`config.mk`:
```
export PLATFORM = sky130hd
export DESIGN_NAME = ma_stage_hs
export DESIGN_NICKNAME = d
export VERILOG_FILES = /design/src/rtl/ma_stage_hs.sv
export SDC_FILE = /design/constraint.sdc
export NUM_CORES = 1
export LEC_CHECK = 0
export ABC_CLOCK_PERIOD_IN_PS = 2100
export BUFFER_PORTS_ARGS = -buffer_cell sky130_fd_sc_hd__buf_2
export CORE_AREA = 5 5 146 148
export DETAILED_ROUTE_END_ITERATION = 12
export DIE_AREA = 0 0 151 153
export PLACE_DENSITY = 0.69
export SYNTH_ARGS = -nofsm -noshare
export SYNTH_HDL_FRONTEND = slang
export SYNTH_SLANG_ARGS = --single-unit
```
`constraint.sdc`:
```
create_clock -name i_clk -period 2.1 [get_ports i_clk]
set_input_delay 0.42 -clock i_clk [delete_from_list [all_inputs] [get_ports i_clk]]
set_output_delay 0.42 -clock i_clk [all_outputs]
set_load 0.05 [all_outputs]
```
`src/rtl/ma_stage_hs.sv`:
```
// ma_stage_hs: RV32I memory-access stage with a handshaked data-memory port and the MEM/WB register.
// Optional MA_MISALIGN_TRAP_EN: misaligned half/word accesses are suppressed and flagged on WB_misalign.
//
// state | meaning
// IDLE  | nothing outstanding; a memory op in MEM requests combinationally
// REQ   | request held with stable fields, waiting for grant
// RSP   | load granted, waiting for rvalid
module ma_stage_hs #(
  parameter int XLEN  = 32,
  parameter int RA_W  = 5,
  parameter int WBS_W = 2
) (
  input  logic             i_clk,
  input  logic             i_rst,

  input  logic             MEM_valid,
  input  logic             MEM_rd_wren,
  input  logic             MEM_mem_wren,
  input  logic             MEM_mem_rden,
  input  logic             MEM_insn_vld,
  input  logic [2:0]       MEM_funct3,
  input  logic [WBS_W-1:0] MEM_wb_sel,
  input  logic [XLEN-1:0]  MEM_alu_data,
  input  logic [XLEN-1:0]  MEM_rs2_data,
  input  logic [XLEN-1:0]  MEM_pc,
  input  logic [XLEN-1:0]  MEM_inst,
  input  logic [RA_W-1:0]  MEM_rd_addr,

  output logic             o_mem_stall,

  output logic             o_dmem_req,
  output logic             o_dmem_we,
  output logic [XLEN-1:0]  o_dmem_addr,
  output logic [XLEN-1:0]  o_dmem_wdata,
  output logic [3:0]       o_dmem_be,
  input  logic             i_dmem_gnt,
  input  logic             i_dmem_rvalid,
  input  logic [XLEN-1:0]  i_dmem_rdata,

  output logic [WBS_W-1:0] WB_wb_sel,
  output logic             WB_rd_wren,
  output logic             WB_insn_vld,
  output logic [XLEN-1:0]  WB_alu_data,
  output logic [XLEN-1:0]  WB_ld_data,
  output logic [XLEN-1:0]  WB_pc,
  output logic [XLEN-1:0]  WB_inst,
  output logic [RA_W-1:0]  WB_rd_addr,
  output logic             WB_misalign
);

  typedef enum logic [1:0] {IDLE, REQ, RSP} state_t;

  state_t state_q;

  logic            mem_op;
  logic            is_store;
  logic            is_byte;
  logic            is_half;
  logic            misalign;
  logic            op_eff;
  logic [1:0]      lane;
  logic            gnt_ok;
  logic            ld_done;
  logic            done;
  logic [XLEN-1:0] rshift;
  logic [XLEN-1:0] ld_aligned;
  logic [XLEN-1:0] ld_data_d;
  logic            rd_wren_d;

  logic [WBS_W-1:0] wb_sel_q;
  logic             rd_wren_q;
  logic             insn_vld_q;
  logic [XLEN-1:0]  alu_data_q;
  logic [XLEN-1:0]  ld_data_q;
  logic [XLEN-1:0]  pc_q;
  logic [XLEN-1:0]  inst_q;
  logic [RA_W-1:0]  rd_addr_q;
  logic             misalign_q;

  assign mem_op   = MEM_valid & (MEM_mem_wren | MEM_mem_rden);
  assign is_store = MEM_mem_wren;
  assign is_byte  = (MEM_funct3[1:0] == 2'b00);
  assign is_half  = (MEM_funct3[1:0] == 2'b01);

`ifdef MA_MISALIGN_TRAP_EN
  assign misalign = mem_op & ((is_half & MEM_alu_data[0]) |
                              (~is_byte & ~is_half & (MEM_alu_data[1:0] != 2'b00)));
`else
  assign misalign = 1'b0;
`endif

  assign op_eff = mem_op & ~misalign;

  // Byte lane of the access; half and word lanes are forced aligned.
  assign lane = is_byte ? MEM_alu_data[1:0] :
                is_half ? {MEM_alu_data[1], 1'b0} : 2'b00;

  // Upstream holds MEM_* while stalled, so request fields stay stable in REQ.
  assign o_dmem_req  = ~i_rst & op_eff & (state_q != RSP);
  assign o_dmem_we   = is_store;
  assign o_dmem_addr = {MEM_alu_data[XLEN-1:2], 2'b00};

  always_comb begin
    o_dmem_be    = 4'b1111;
    o_dmem_wdata = MEM_rs2_data;
    if (is_byte) begin
      o_dmem_be    = 4'b0001 << lane;
      o_dmem_wdata = {4{MEM_rs2_data[7:0]}};
    end else if (is_half) begin
      o_dmem_be    = 4'b0011 << lane;
      o_dmem_wdata = {2{MEM_rs2_data[15:0]}};
    end
  end

  assign gnt_ok      = o_dmem_req & i_dmem_gnt;
  assign ld_done     = (state_q == RSP) & i_dmem_rvalid;
  assign done        = (gnt_ok & is_store) | ld_done;
  assign o_mem_stall = ~i_rst & op_eff & ~done;

  always_ff @(posedge i_clk) begin
    if (i_rst) begin
      state_q <= IDLE;
    end else begin
      case (state_q)
        IDLE: begin
          if (op_eff) begin
            if (!i_dmem_gnt)   state_q <= REQ;
            else if (!is_store) state_q <= RSP;
          end
        end
        REQ: begin
          if (i_dmem_gnt) begin
            if (is_store) state_q <= IDLE;
            else          state_q <= RSP;
          end
        end
        RSP: begin
          if (i_dmem_rvalid) state_q <= IDLE;
        end
        default: state_q <= IDLE;
      endcase
    end
  end

  assign rshift = i_dmem_rdata >> {lane, 3'b000};

  always_comb begin
    case (MEM_funct3)
      3'b000:  ld_aligned = {{(XLEN-8){rshift[7]}}, rshift[7:0]};
      3'b100:  ld_aligned = {{(XLEN-8){1'b0}}, rshift[7:0]};
      3'b001:  ld_aligned = {{(XLEN-16){rshift[15]}}, rshift[15:0]};
      3'b101:  ld_aligned = {{(XLEN-16){1'b0}}, rshift[15:0]};
      default: ld_aligned = i_dmem_rdata;
    endcase
  end

  // Response data only enters WB on the completing rvalid; otherwise zero.
  assign ld_data_d = ld_done ? ld_aligned : '0;
  assign rd_wren_d = MEM_rd_wren & ~misalign;

  always_ff @(posedge i_clk) begin
    if (i_rst) begin
      wb_sel_q   <= '0;
      rd_wren_q  <= 1'b0;
      insn_vld_q <= 1'b0;
      alu_data_q <= '0;
      ld_data_q  <= '0;
      pc_q       <= '0;
      inst_q     <= '0;
      rd_addr_q  <= '0;
      misalign_q <= 1'b0;
    end else if (o_mem_stall) begin
      insn_vld_q <= 1'b0;
      rd_wren_q  <= 1'b0;
    end else begin
      wb_sel_q   <= MEM_wb_sel;
      rd_wren_q  <= rd_wren_d;
      insn_vld_q <= MEM_insn_vld;
      alu_data_q <= MEM_alu_data;
      ld_data_q  <= ld_data_d;
      pc_q       <= MEM_pc;
      inst_q     <= MEM_inst;
      rd_addr_q  <= MEM_rd_addr;
      misalign_q <= misalign;
    end
  end

  assign WB_wb_sel   = wb_sel_q;
  assign WB_rd_wren  = rd_wren_q;
  assign WB_insn_vld = insn_vld_q;
  assign WB_alu_data = alu_data_q;
  assign WB_ld_data  = ld_data_q;
  assign WB_pc       = pc_q;
  assign WB_inst     = inst_q;
  assign WB_rd_addr  = rd_addr_q;
  assign WB_misalign = misalign_q;

endmodule

```
==> results.toml, run 1 <==
[critical_path]
crit_buf_inv = 2
r2r-start = "state_q[0]"
r2r_end = "WB_ld_data[14]"
worst-setup-path-type = "flop to output pin"
critPathMaxFanout = 5
crit_arrival_ns = 1.59
cp_top_family = "flip-flops"
r2r_slack_ns = 0.43
slowest_stage = "dfxtp_1"
endpoint_kind = "output pin"
crit_chain = "and3b_1 -> a2111oi_4 -> buf_12 -> buf_6"
start_kind = "flop"
cp_slowest_stage_delay_ns = 0.38
r2r_cells = 6
cp_data_required_time_ns = 1.68

[cells_and_area]
design_area_um2 = 8900
multi_input_area_um2 = 2840
fillCellCount = 2020
drive_above_1_share_pct = 43.7
antennaDiodeCount = 0
fin_cells = 1388
area_delta_synth_final_pct = 43.0
fin_nets = 1286
register_area_um2 = 2780

[timing]
clock_skew_ns = 0.00856
slew_headroom_pct = 66.2
hold_viol_final = 0
rsz0062_at_grt = "false"
setup_slack_ns = 0.0904
hold_slack_ns = 0.193
max_freq_ghz = 0.498
period_minus_slack_ns = 2.01
slew_viol_final = 0
finalCritPeriodShare_pct = 95.7
setup_violations = 0
worstMarginPinSlew_ns = 0.504

[synthesis]
async_reset_ff_share_pct = 0
yosysSeqAreaShare_pct = 44.7
synthAdderAreaFrac_pct = 0.402
yosysUniqueCellTypes = 47
yosys-top-cells-count = "245 x nand2_1, 139 x dfxtp_1, 103 x o21ai_0"
synthFlopType = "dfxtp_1"
yosys.area.top_type = "dfxtp_1"
synth_enable_flop_cells = 0
synth.yosys.warnings = 0
synth_xor_area_share_pct = 0
synth_top_area_share_pct = 44.7
yosysMostFrequentCell = "nand2_1"
synth_top_cells_by_area = "dfxtp_1 45%, nand2_1 15%, o21ai_0 8.3%"
synth.avg_cell_area_um2 = 8.14
synth-seq-cells = 139
synth_compound_area_share_pct = 19.9
syn_area_um2 = 6230
post_synth_and_or_nand_nor_area_fraction_pct = 17.6
synthMuxAreaShare_pct = 7.09
postSynthCellCount = 765
synth_top_family_by_area = "compound AO/OA/AOI/OAI gates"

[worst_hold_path]
min_from = "i_dmem_gnt"
worstHoldPathCells = 2
min_path_type = "primary input to flop"
worst_hold_path.endpoint = "state_q[0]"

[cts]
cts.sinks = 139
worst_skew_pair.late_latency_ns = 0.41
clockBufferDepth = 2
hold_buffers = 0
ctsHtreeMaxLevel = 4
cts_buffers = 17
cts_tree = "built"
root_buffer = "clkbuf_16"
clkTransAtPathRegs_ns = 0.06

[placement]
gp_congestion = 0.898
dp_slack_ns = 0.0294
port_buffers = 384
dp_hpwl_mm = 18.5
place_area_um2 = 8300
placed_cells = 1356

[floorplanning]
start_util_pct = 31.3
core-area_um2 = 19900
fp.dieArea_um2 = 23100
rows = 52
die_w_um = 151
pin_count = 388
fp.dieH_um = 153

[global_routing]
grt_pass1_wl_mm = 33.8
grt_pass1_vias = 6363
globalRouteOverflowTotal = 0
grt_usage_pct = 18.5
grt_max_degree = 73
grt_antenna_before_repair = 0

[pwr]
powerDensity_nw_per_um2 = 868
total_power_mw = 7.73
vdd_drop_max_mv = 0.422
p_leak_nw = 4.29

[detailed_routing]
num_vias = 6471
viasPerCell = 4.66
drtIter0Drc = 310
wirelength_mm = 22.5
ant_nets = 0
drc = 0
wl_per_cell_um = 16.2
firstDrtPassIters = 4

[outcome]
outcome = "completed"

[flow_run]
max_cap_violations = 0
-- where the power goes --
| part | switching [mW] | total (mW) | internal (mW) |
|---|---|---|---|
| combinational | 1.40 | 1.91 | 0.509 |
| clock | 1.26 | 2.94 | 1.68 |
| sequential | 0.0771 | 2.88 | 2.80 |
-- registers in the layout, summed over array words and instances (netlist names) --
signal       count
WB_ld_data      32
state_q          2
WB_pc           32
WB_rd_wren       1
WB_wb_sel        2
WB_inst         32
WB_insn_vld      1
WB_rd_addr       5
WB_alu_data     32
-- final cells by class --
| class | count | area share [%] |
|---|---|---|
| multi-input cells | 521 | 31.9 |
| flip-flops and latches | 139 | 31.3 |
| repair buffers | 421 | 26.2 |
| clock buffers | 17 | 4.78 |
| well taps | 270 | 3.79 |
| clock inverters | 15 | 1.77 |
| inverters | 5 | 0.281 |
-- layer usage --
layer / global-route usage (%) / part of all wire [%] / wire length (um) / up-vias
met2: 33.6 / 51 / 11400 / 308
met1: 19.5 / 37 / 8290 / 2885
li1: - / - / - / 3243
met4: 7.60 / 3.3 / 736 / 0
met3: 5.74 / 9.3 / 2080 / 35
met5: 0 / 0 / 0 / -
-- cell families after synthesis --
| logic type | after synthesis |
|---|---|
| and+or+nand+nor | 272 |
| AOI/OAI and AO/OA | 202 |
| DFF | 139 |
| buffers and inverters | 107 |
| muxes | 42 |
| adders and majority gates | 2 |
| other | 1 |
-- metrics by stage --
step	TNS, ns	util (%)
floorplan	-1.25	-
global placement	0	41.7
detailed placement	0	41.7
CTS	0	44.7
global route	0	44.7
finish	0	44.7
-- worst max path at each step --
| stage | startpoint | end | slack [ns] | cells after the start |
|---|---|---|---|---|
| 3_3_place_gp | MEM_funct3[0] | o_dmem_be[2] | 0.05 | 9 |
| 4_1_cts | MEM_funct3[0] | o_dmem_be[2] | 0.03 | 9 |
| 5_1_grt | state_q[0] | o_mem_stall | 0.02 | 4 |
| 6_report | state_q[0] | o_mem_stall | 0.09 | 4 |
| 2_1_floorplan | MEM_funct3[1] | o_dmem_wdata[24] | -0.29 | 3 |
| 3_5_place_dp | MEM_funct3[1] | WB_ld_data[29] | 0.03 | 7 |
-- what timing repair did --
| action | CTS | global route |
|---|---|---|
| hold endpoints to repair | 0 | 0 |
| pin swaps | 1 | 0 |
| endpoints found under the setup margin | 1 | 2 |
| buffers inserted | 0 | 0 |
| resized for setup | 4 | 3 |
-- placed cells by master (no fill, tap or decap), types with 3 or more instances in the layout --
| cell | instances |
|---|---|
| buf_2 | 382 |
| nand2_1 | 243 |
| dfxtp_1 | 138 |
| o21ai_0 | 98 |
| o21ai_1 | 41 |
| buf_4 | 28 |
| mux2i_1 | 25 |
| mux2_2 | 17 |
| clkbuf_16 | 17 |
| o211ai_1 | 16 |
| buf_12 | 10 |
| o2bb2ai_1 | 7 |
| a22oi_1 | 7 |
| nor2_1 | 5 |
| inv_8 | 5 |
| a21oi_1 | 4 |
| o32ai_1 | 4 |
| o221ai_1 | 4 |
| a22o_1 | 4 |
| inv_6 | 3 |
| o32ai_2 | 3 |
| a221oi_1 | 3 |
| a211o_1 | 3 |
| nand3_1 | 3 |
| conb_1 | 3 |
| clkinvlp_4 | 3 |
| clkinv_4 | 3 |
Power figures use the tool's default switching activity.
==> run 2: changes to the inputs <==
- PLACE_DENSITY: 0.69 -> default
==> results.toml, run 2 (synthesized netlist as in run 1, its figures left out) <==
[outcome]
outcome = "completed"

[timing]
worstMarginPinSlew_ns = 0.576
slew_viol_final = 0
period_minus_slack_ns = 2.04
clock_skew_ns = 0.0156
setup_tns_ns = 0
setup_violations = 0
finalCritPeriodShare_pct = 96.9
slew_headroom_pct = 61.5
max_freq_ghz = 0.491
hold_viol_final = 0
rsz0062_at_grt = "false"

[global_routing]
globalRouteOverflowTotal = 0
grt_usage_pct = 20.0
grt_pass1_wl_mm = 36.1
grt_antenna_before_repair = 1
grt_pass1_vias = 6373
grt_max_degree = 51

[cells_and_area]
fin_nets = 1290
design_area_um2 = 8990
final_cell_mix = "383 x buf_2, 243 x nand2_1, 139 x dfxtp_1"
area_delta_synth_final_pct = 44.4
final_common_cell = "buf_2"
drive_above_1_share_pct = 43.8

[critical_path]
endpoint_kind = "output pin"
start_kind = "primary input"
worst-setup-path-type = "primary input to output pin"
cp_data_required_time_ns = 1.68
r2r-start = "state_q[1]"
crit_arrival_ns = 1.62
crit_start = "MEM_funct3[0]"
critPathMaxFanout = 3

[floorplanning]
core-area_um2 = 19900
fp.dieArea_um2 = 23100
pin_count = 388
rows = 52
die_w_um = 151
start_util_pct = 31.3
fp.dieH_um = 153

[cts]
cts.sinks = 139
cts_buffers = 17
ctsHtreeMaxLevel = 4
worst_skew_pair.late_latency_ns = 0.41
cts_tree = "built"
root_buffer = "clkbuf_16"
clockBufferDepth = 2
clkTransAtPathRegs_ns = 0.06

[pwr]
total_power_mw = 7.92
vdd_drop_max_mv = 0.426
p_leak_nw = 4.34
powerDensity_nw_per_um2 = 881

[flow_run]
max_cap_violations = 0

[worst_hold_path]
min_from = "i_dmem_gnt"
min_path_type = "primary input to flop"

[detailed_routing]
drc = 0
num_vias = 6516
firstDrtPassIters = 4
drtIter0Drc = 348
wl_per_cell_um = 17.2
ant_nets = 0
viasPerCell = 4.68
wirelength_mm = 24.0

[placement]
dp_hpwl_mm = 19.5
gp_congestion = 0.850
place_area_um2 = 8350
port_buffers = 384
[run 2: cell count changes in the layout (fill, tap and decap cells not counted), moves of 2 or more]
cell	change
inv_8	-3
clkinv_8	+3
inv_6	+3
buf_12	+2
clkinv_4	-2
[run 2: worst max-delay path, cell delays in order]
cell and delay [ns]:
buf_2 0.14, nor2_4 0.11, and2_4 0.17, inv_6 0.03
ha_1 0.26, nand2_1 0.07, o21ai_0 0.09, nand2_2 0.07
buf_2 0.26
[run 2: per-layer routing]
layer / GRT usage, % / share of wire [%]
met3: 5.54 / 8.7
met1: 22.4 / 38
met2: 34.6 / 50
met4: 9.50 / 3.5
met5: 0 / 0
[run 2: what timing repair did]
item,in CTS,in global routing
pin swaps,1,0
hold buffers,0,0
resized for setup,1,2
buffers inserted,1,0
setup endpoints to repair,1,2
[run 2: worst paths after layout]
path | endpoint | slack, ns | cells past startpoint
setup / recovery | o_dmem_be[2] | 0.06 | 9
hold / removal | state_q[0] | 0.19 | 2
setup reg to reg | WB_ld_data[21] | 0.26 | 7
hold reg to reg | WB_pc[8] | 0.44 | 2
[run 2: layout make-up]
| class | instances | area, um^2 |
|---|---|---|
| Antenna cell | 1 | 2.50 |
| Fill cell | 2062 | 10900 |
| Sequential cell | 139 | 2780 |
| Timing Repair Buffer | 425 | 2390 |
| Clock inverter | 15 | 199 |
| Clock buffer | 17 | 425 |
| Multi-Input combinational cell | 521 | 2830 |
| Tap cell | 270 | 338 |
| Inverter | 5 | 25.0 |
[run 2: through the flow]
stage	std cells	util, %	worst slack, ns	hold slack (ns)
2_1_floorplan	767	-	-0.288	0.479
3_3_place_gp	1359	41.9	0.0550	0.428
3_5_place_dp	1359	41.9	0.0634	0.434
4_1_cts	1392	45.1	0.0551	0.177
5_1_grt	1393	45.2	0.00969	0.190
6_report	1393	45.2	0.0647	0.192
[run 2: where the power goes]
part	switching [mW]	internal [mW]	total [mW]
clock	1.29	1.82	3.11
combinational	1.42	0.518	1.93
sequential	0.0758	2.80	2.88
total	2.78	5.14	7.92
==> run 3: changes to the inputs <==
- MAX_ROUTING_LAYER: default -> met4
==> results.toml, run 3 (synthesized netlist as in run 1, its figures left out) <==
[global_routing]
grt_pass1_vias = 6385
grt_max_degree = 51
grt_pass1_wl_mm = 36.0
grt_usage_pct = 20.5
grt_antenna_before_repair = 1
globalRouteOverflowTotal = 0

[critical_path]
endpoint_kind = "output pin"
crit_chain = "buf_2 -> nor2_4 -> and2_4 -> inv_6 -> ha_1 -> nand2_1 -> o21ai_0 -> nand2_2 -> buf_2"
start_kind = "primary input"
cp_data_required_time_ns = 1.68
crit_buf_inv = 3
cp_top_family = "buffers and inverters"
crit_arrival_ns = 1.62
slowest_stage = "ha_1"
critPathMaxFanout = 3
path_common_cell = "buf_2"
crit_start = "MEM_funct3[0]"
cp_slowest_stage_delay_ns = 0.26
r2r-start = "state_q[1]"
worst-setup-path-type = "primary input to output pin"

[cells_and_area]
final_common_cell = "buf_2"
register_area_um2 = 2780
fin_cells = 1393
design_area_um2 = 8990
drive_above_1_share_pct = 43.8
area_delta_synth_final_pct = 44.4
fin_nets = 1290
multi_input_area_um2 = 2830
fin_util_pct = 45.2
fillCellCount = 2062
final_cell_mix = "383 x buf_2, 243 x nand2_1, 139 x dfxtp_1"

[pwr]
p_comb_share_pct = 24.4
pwr-share-seq_pct = 36.3
vdd_drop_max_mv = 0.435
powerDensity_nw_per_um2 = 882
switching_share_pct = 35.2
intPower_mw = 5.13
p_leak_nw = 4.34
switching_power_mw = 2.79
p_clk_share_pct = 39.3
total_power_mw = 7.93

[cts]
clkTransAtPathRegs_ns = 0.06
worst_skew_pair.late_latency_ns = 0.42
cts.sinks = 139
ctsHtreeMaxLevel = 4
cts_buffers = 17
root_buffer = "clkbuf_16"
clockBufferDepth = 2
cts_tree = "built"

[timing]
period_minus_slack_ns = 2.04
worstMarginPinSlew_ns = 0.578
clock_skew_ns = 0.0155
max_freq_ghz = 0.491
hold_viol_final = 0
slew_viol_final = 0
rsz0062_at_grt = "false"
setup_violations = 0
hold_slack_ns = 0.194
slew_headroom_pct = 61.4
finalCritPeriodShare_pct = 97.0

[detailed_routing]
met3_wirelength_mm = 2.07
wl_met1_mm = 9.21
firstDrtPassIters = 4
wl_met2_mm = 12.0
viasPerCell = 4.71
num_vias = 6561
ant_nets = 0
routed.top_layer = "met4"
drtIter0Drc = 411
wirelength_mm = 24.1
drc = 0
wl_per_cell_um = 17.3

[placement]
placed_cells = 1359
place_area_um2 = 8350
port_buffers = 384
gp_congestion = 0.863
dp_hpwl_mm = 19.5

[floorplanning]
fp.dieH_um = 153
rows = 52
start_util_pct = 31.3
pin_count = 388
core-area_um2 = 19900
fp.dieArea_um2 = 23100
die_w_um = 151

[flow_run]
max_cap_violations = 0

[outcome]
outcome = "completed"

[worst_hold_path]
min_from = "i_dmem_gnt"
min_path_type = "primary input to flop"
==> run 3: worst paths after layout <==
path / depth (start not counted) / end / slack, ns
max reg2reg: 7 / WB_ld_data[21] / 0.27
min: 2 / state_q[0] / 0.19
min reg2reg: 2 / WB_pc[8] / 0.44
max: 9 / o_dmem_be[2] / 0.06
==> run 3: metrics by stage <==
stage	TNS, ns	worst slack (ns)
4_1_cts	0	0.0551
3_3_place_gp	0	0.0550
2_1_floorplan	-1.25	-0.288
5_1_grt	0	0.00971
3_5_place_dp	0	0.0634
6_report	0	0.0631
==> run 3: per-layer routing <==
| metal | GRT usage [%] | vias up |
|---|---|---|
| met3 | 5.00 | 43 |
| met2 | 34.7 | 312 |
| li1 | - | 3256 |
| met5 | - | - |
| met4 | 9.50 | 0 |
| met1 | 22.6 | 2950 |
==> run 3: worst reg2reg max path, stage by stage, from the launching register on <==
cell	delay (ns)
dfxtp_1	0.41
nand2b_1	0.15
a2111oi_4	0.38
buf_4	0.21
buf_4	0.27
buf_12	0.19
nand2_1	0.06
o211ai_1	0.08
==> run 3: final cells by class <==
| class | instances | area share [%] |
|---|---|---|
| antenna | 1 | 0.0278 |
| tap | 270 | 3.76 |
| multi-input combinational | 521 | 31.5 |
| sequential | 139 | 30.9 |
| clock buffer | 17 | 4.73 |
| timing repair buffer | 425 | 26.5 |
| clock inverter | 15 | 2.21 |
| inverter | 5 | 0.278 |
==> run 3: repair_timing <==
item,CTS,global route
pin swaps,1,0
hold endpoints to repair,0,0
endpoints found under the setup margin,1,2
resized for setup,1,2
hold buffers,0,0
setup buffers,1,0
==> run 3: power by group through the flow <==
stage	registers (mW)	logic, mW	clock network, mW
after detailed placement	2.94	1.94	0
final	2.88	1.93	3.11
after global placement	2.93	1.93	0
after CTS	2.88	1.95	3.19
after floorplan	3.50	0.790	0
after global routing	2.89	2.05	3.32
